--- src/rtl/wb_scoreboard_writer.sv ---
// Register-file write-port owner: merges ALU results with buffered load
// responses onto one registered write port. It also keeps a per-register
// scoreboard of outstanding loads and raises a decode stall on RAW/WAW hazards
// or when the load queue is exhausted.
module wb_scoreboard_writer #(
    parameter int XLEN     = 32,
    parameter int NREG     = 32,
    parameter int LQ_DEPTH = 4,
    localparam int RW      = $clog2(NREG)
) (
    input  logic                   clk,
    input  logic                   rst_n,
    input  logic                   issue_valid,
    input  logic                   issue_is_load,
    input  logic [RW-1:0]          issue_rd,
    input  logic [RW-1:0]          issue_rs1,
    input  logic [RW-1:0]          issue_rs2,
    input  logic                   issue_use_rs1,
    input  logic                   issue_use_rs2,
    output logic                   stall,
    input  logic                   alu_valid,
    input  logic [RW-1:0]          alu_rd,
    input  logic signed [XLEN-1:0] alu_data,
    input  logic                   ld_valid,
    input  logic [RW-1:0]          ld_rd,
    input  logic signed [XLEN-1:0] ld_data,
    output logic                   ld_ready,
    output logic                   regWrite,
    output logic [RW-1:0]          rd,
    output logic signed [XLEN-1:0] write_Data,
    output logic [NREG-1:0]        pending,
    output logic                   wb_err
);

    localparam int PW = (LQ_DEPTH > 1) ? $clog2(LQ_DEPTH) : 1;
    localparam int CW = $clog2(LQ_DEPTH + 1);
    localparam logic [CW-1:0] DEPTH_C  = CW'(LQ_DEPTH);
    localparam logic [PW-1:0] LAST_PTR = PW'(LQ_DEPTH - 1);

    // Load-response queue storage (data only, no reset needed)
    logic [RW-1:0]          lq_rd   [LQ_DEPTH];
    logic signed [XLEN-1:0] lq_data [LQ_DEPTH];
    logic [PW-1:0]          wr_ptr, rd_ptr;
    logic [CW-1:0]          lq_count;
    logic [CW-1:0]          outstanding;

    logic                   raw, waw, lqf, accept, ld_issue;
    logic                   push, pop, alu_win, ld_done;
    logic [RW-1:0]          head_rd;
    logic signed [XLEN-1:0] head_data;
    logic [NREG-1:0]        pending_nxt;

    // Hazard detection, handshake and write-port arbitration decisions
    always_comb begin
        raw       = (issue_use_rs1 && pending[issue_rs1]) ||
                    (issue_use_rs2 && pending[issue_rs2]);
        waw       = (issue_rd != '0) && pending[issue_rd];
        lqf       = issue_is_load && (outstanding == DEPTH_C);
        stall     = issue_valid && (raw || waw || lqf);
        accept    = issue_valid && !stall;
        ld_issue  = accept && issue_is_load;
        ld_ready  = (lq_count != DEPTH_C);
        push      = ld_valid && ld_ready;
        // An ALU write to x0 is a no-op and must not steal the port from the queue
        alu_win   = alu_valid && (alu_rd != '0);
        pop       = !alu_win && (lq_count != '0);
        ld_done   = pop && (outstanding != '0);
        head_rd   = lq_rd[rd_ptr];
        head_data = lq_data[rd_ptr];
    end

    // Scoreboard update: clear on writeback, then set on issue so a same-cycle set wins
    always_comb begin
        pending_nxt = pending;
        if (pop) pending_nxt[head_rd] = 1'b0;
        if (ld_issue && (issue_rd != '0)) pending_nxt[issue_rd] = 1'b1;
        pending_nxt[0] = 1'b0;
    end

    // Queue storage write on an accepted load response
    always_ff @(posedge clk) begin
        if (push) begin
            lq_rd[wr_ptr]   <= ld_rd;
            lq_data[wr_ptr] <= ld_data;
        end
    end

    // Queue pointers, occupancy and outstanding-load bookkeeping
    always_ff @(posedge clk or negedge rst_n) begin
        if (!rst_n) begin
            wr_ptr      <= '0;
            rd_ptr      <= '0;
            lq_count    <= '0;
            outstanding <= '0;
        end else begin
            if (push) wr_ptr <= (wr_ptr == LAST_PTR) ? '0 : wr_ptr + 1'b1;
            if (pop)  rd_ptr <= (rd_ptr == LAST_PTR) ? '0 : rd_ptr + 1'b1;
            unique case ({push, pop})
                2'b10:   lq_count <= lq_count + 1'b1;
                2'b01:   lq_count <= lq_count - 1'b1;
                default: lq_count <= lq_count;
            endcase
            unique case ({ld_issue, ld_done})
                2'b10:   outstanding <= outstanding + 1'b1;
                2'b01:   outstanding <= outstanding - 1'b1;
                default: outstanding <= outstanding;
            endcase
        end
    end

    // Registered write port, scoreboard and sticky error flag
    always_ff @(posedge clk or negedge rst_n) begin
        if (!rst_n) begin
            regWrite   <= 1'b0;
            rd         <= '0;
            write_Data <= '0;
            pending    <= '0;
            wb_err     <= 1'b0;
        end else begin
            pending <= pending_nxt;
            if (alu_win) begin
                regWrite   <= 1'b1;
                rd         <= alu_rd;
                write_Data <= alu_data;
                if (pending[alu_rd]) wb_err <= 1'b1;
            end else if (pop) begin
                // Loads to x0 are drained silently: the index/data move but no write
                regWrite   <= (head_rd != '0);
                rd         <= head_rd;
                write_Data <= head_data;
            end else begin
                regWrite   <= 1'b0;
            end
        end
    end

endmodule
--- config.mk ---
export PLATFORM = sky130hd
export DESIGN_NAME = wb_scoreboard_writer
export DESIGN_NICKNAME = d
export VERILOG_FILES = /design/src/rtl/wb_scoreboard_writer.sv
export SDC_FILE = /design/constraint.sdc
export NUM_CORES = 1
export LEC_CHECK = 0
export CORE_MARGIN = 2
export CORE_UTILIZATION = 58
export CTS_CLUSTER_DIAMETER = 30
export DETAILED_ROUTE_END_ITERATION = 8
export PLACE_DENSITY = 0.93
export SYNTH_ARGS = -nofsm -noshare
export SYNTH_HDL_FRONTEND = slang
export SYNTH_SLANG_ARGS = --single-unit
--- constraint.sdc ---
create_clock -name clk -period 10.6 [get_ports clk]
set_clock_uncertainty 0.15 [all_clocks]
set_input_delay 3.18 -clock clk [delete_from_list [all_inputs] [get_ports clk]]
set_output_delay 3.18 -clock clk [all_outputs]
set_load 0.02 [all_outputs]
==> results.md <==
* I/O pin cnt at 170
* Clk_lat worst skew at 0.51 ns
* Max clock buf depth at 3
* Critical path buffers and inverters at 2
* Synth warn at 0
* # Max-Cap Violations at 0
* Area grow syn2layout at 29.0%
* Fmax at 104 MHz
* Yosys top cell area share at 42.9%
* CTS Root Cell: clkbuf_16
* Initial Utilization at 59.7%
* Main area contributors after synthesis: edfxtp_1 (43%), dfrtp_1 (19%), mux4_2 (13%)
* Mapped Cells at 674
* Cells on worst reg2reg path at 11
* Worst setup SP type: input port
* Sequential element share of the synthesized area at 62.2%
* Number of remaining DRC errors at 0
* Net Count, Synth at 780
* Die height at 138 um
* CP arrival at 6.24 ns
* Slew headroom at 27.5%
* Core area at 17400 um^2
* Clock power frac at 29.8%
* Clock transition at path regs at 0.04 ns
* Crit path capture: stall
* Status: finished, final reports clean
* Final Setup Violations at 0
* Nets at 955
* Antenna diodes at 0
* Vias in the first global route at 7455
* Routed via count at 7295
* CP cell instances: clkdlybuf4s50_1 > mux4_2 > nor2b_1 > nor4_4 > nand2_2 > o21a_1 > clkdlybuf4s50_1
* CTS HTree Levels at 2
* DRT antenna net count at 0
* Post-Synthesis Cell Area at 10400 um^2
* Post-synth top area cell: edfxtp_1
* Mapped Avg Cell Area at 15.4 um^2
* Top-count cell post-synth: edfxtp_1
* Hold Buf Count CTS at 0
* Power Density at 289 nW/um^2
* Final GP Congestion at 1.01
* Worst-margin pin slew at 1.09 ns
* Net Sw Frac at 34.4%
* Switching power at 1.33 mW
* Largest net degree at the start of global routing at 81
* FF-to-FF End: outstanding[2]
* Critical path's largest stage delay at 0.95 ns
* VDD IR-drop max at 0.223 mV
* CTS tree: done
* Sequential power share at 37.2%
* Final hold violations at 0
* Initial antenna violation count at 0
* Crit. path cell count at 7
* Hold Crit Class: flop to flop
* Crit. End Element: output pin
* Slowest stage cell, crit path: clkdlybuf4s50_1
* Main synth FF type: edfxtp_1
* Gr ovfl total at 0
* CP most frequent cell: clkdlybuf4s50_1
* Slew Viols, Final at 0
* RSZ-0062 raised after global routing: false
* Post-CTS setup buffer count at 0
* Tmin final at 9.57 ns
* Site Rows at 48
* IO Port Bufs at 168
* First-pass GRT wire length at 45500 um
* CP Class: input port to output pin
* 1st-pass router iterations at 6
* Num CTS Buffers at 38
* WL final at 29900 um
* Overall Power at 3.86 mW
* Part of the cycle the worst path needs at 90.3%
* Die area at 19000 um^2
* P_leak at 4.81 nW
* Chip Width at 138 um
* PostCTS Resize Cnt at 0
* CTS Sinks at 228
* Cell family contributing the most delay on the critical path: buffers and inverters
* Synth async-reset ratio at 35.1%
* Seq cells post-synth at 228
* Logic gate share of total power at 33.0%
* CP Max Fanout at 33
* Share of cells above drive strength 1 at 16.2%
* 1st-iter DRT viols at 910
* Post-synth top cells: edfxtp_1 (148), dfrtp_1 (80), mux4_2 (59), mux2i_1 (50), nor2_1 (48)
* Number of synthesized flops with an enable pin at 148
* Post-DP HPWL at 16300 um
* Critical path origin: issue_rd[1]
* Per-cell routed wire length at 27.1 um
* Post-synthesis cell type count at 49
* R2R setup slack at 7.11 ns
* Reg-to-reg startpoint: pending[26]
* GRT Util Overall at 32.8%
* Setup TNS at 0 ns
* Worst path required time at 7.27 ns
* Post-DR vias/cell at 6.62
* P_int at 2.53 mW
## state kept, by name, summed over array words and instances, names as in the netlist
signal	count
write_Data	32
rd_ptr	2
regWrite	1
lq_data	128
wb_err	1
wr_ptr	2
lq_rd	20
lq_count	3
pending	31
outstanding	3
rd	5
## per-layer routing
metal / routed length, um / track usage, %
met1: 11000 / 43.9
met2: 15200 / 54.6
met3: 3060 / 7.65
met4: 669 / 9.28
met5: 0 / 0
## layout by cell type (no fill, tap or decap), types with 9 or more instances in the layout
master / netlist / routed
clkdlybuf4s50_1: 0 / 167
edfxtp_1: 148 / 148
dfrtp_1: 80 / 78
mux4_2: 59 / 59
mux2i_1: 50 / 50
nor2_1: 48 / 48
o21ai_0: 39 / 39
clkbuf_16: 0 / 39
a21oi_1: 37 / 37
nand2_1: 21 / 21
nand4_1: 17 / 17
o41ai_1: 16 / 16
inv_1: 12 / 12
o21ai_1: 11 / 10
nor2b_1: 9 / 9
## how the worst min path moves through the flow
stage,start,to,cells after the start
2_1_floorplan,outstanding[2],outstanding[2],1
3_3_place_gp,wb_err,wb_err,1
3_5_place_dp,wb_err,wb_err,1
4_1_cts,wb_err,wb_err,1
5_1_grt,wb_err,wb_err,1
6_report,wb_err,wb_err,1
## power groups by stage
| stage | clock (mW) | sequential [mW] | combinational [mW] |
|---|---|---|---|
| global placement | 0 | 1.41 | 1.20 |
| finish | 1.15 | 1.44 | 1.27 |
| global route | 1.20 | 1.45 | 1.36 |
| floorplan | 0 | 1.44 | 0.699 |
| CTS | 1.16 | 1.42 | 1.27 |
| detailed placement | 0 | 1.42 | 1.22 |
## through the flow
stage,setup slack (ns),instance area [um^2],util (%),hold slack [ns],std cells
detailed placement,1.07,12200,70.1,0.315,1034
floorplan,2.47,10400,-,0.314,674
CTS,1.05,13400,77.0,0.327,1102
finish,1.03,13400,77.0,0.331,1102
global placement,1.15,12200,70.1,0.317,1034
global route,0.888,13400,77.0,0.335,1102
## logic make-up (layout without fill, tap and decap cells)
group	count (synthesis)	in the layout	share of synthesized area [%]
AO/OA/AOI/OAI	120	120	7.07
XOR/XNOR	6	6	0.507
adder cells (fa/ha/maj)	9	9	1.23
buffers and inverters	50	253	2.55
flip-flops	228	228	62.2
multiplexers	120	120	19.6
other	1	1	0.0362
AND/OR/NAND/NOR	140	140	6.84
## area by class of cell
cell class	count	area [um^2]
tap	225	282
multi-input combinational	396	3680
inverter	12	45.0
clock buffer	45	1010
timing repair buffer	173	1720
fill	935	3990
sequential	228	6450
clock inverter	23	193
## worst register-to-register path: cells and delay by family, from the launching register on
| kind | cells | cell delay, ns |
|---|---|---|
| xor+xnor | 2 | 0.30 |
| fa+ha+maj | 2 | 0.43 |
| buf+inv | 1 | 0.07 |
| flops | 1 | 0.50 |
| mux | 1 | 0.50 |
| simple gates | 5 | 1.43 |
No activity file was read; power rests on OpenSTA's default activity.
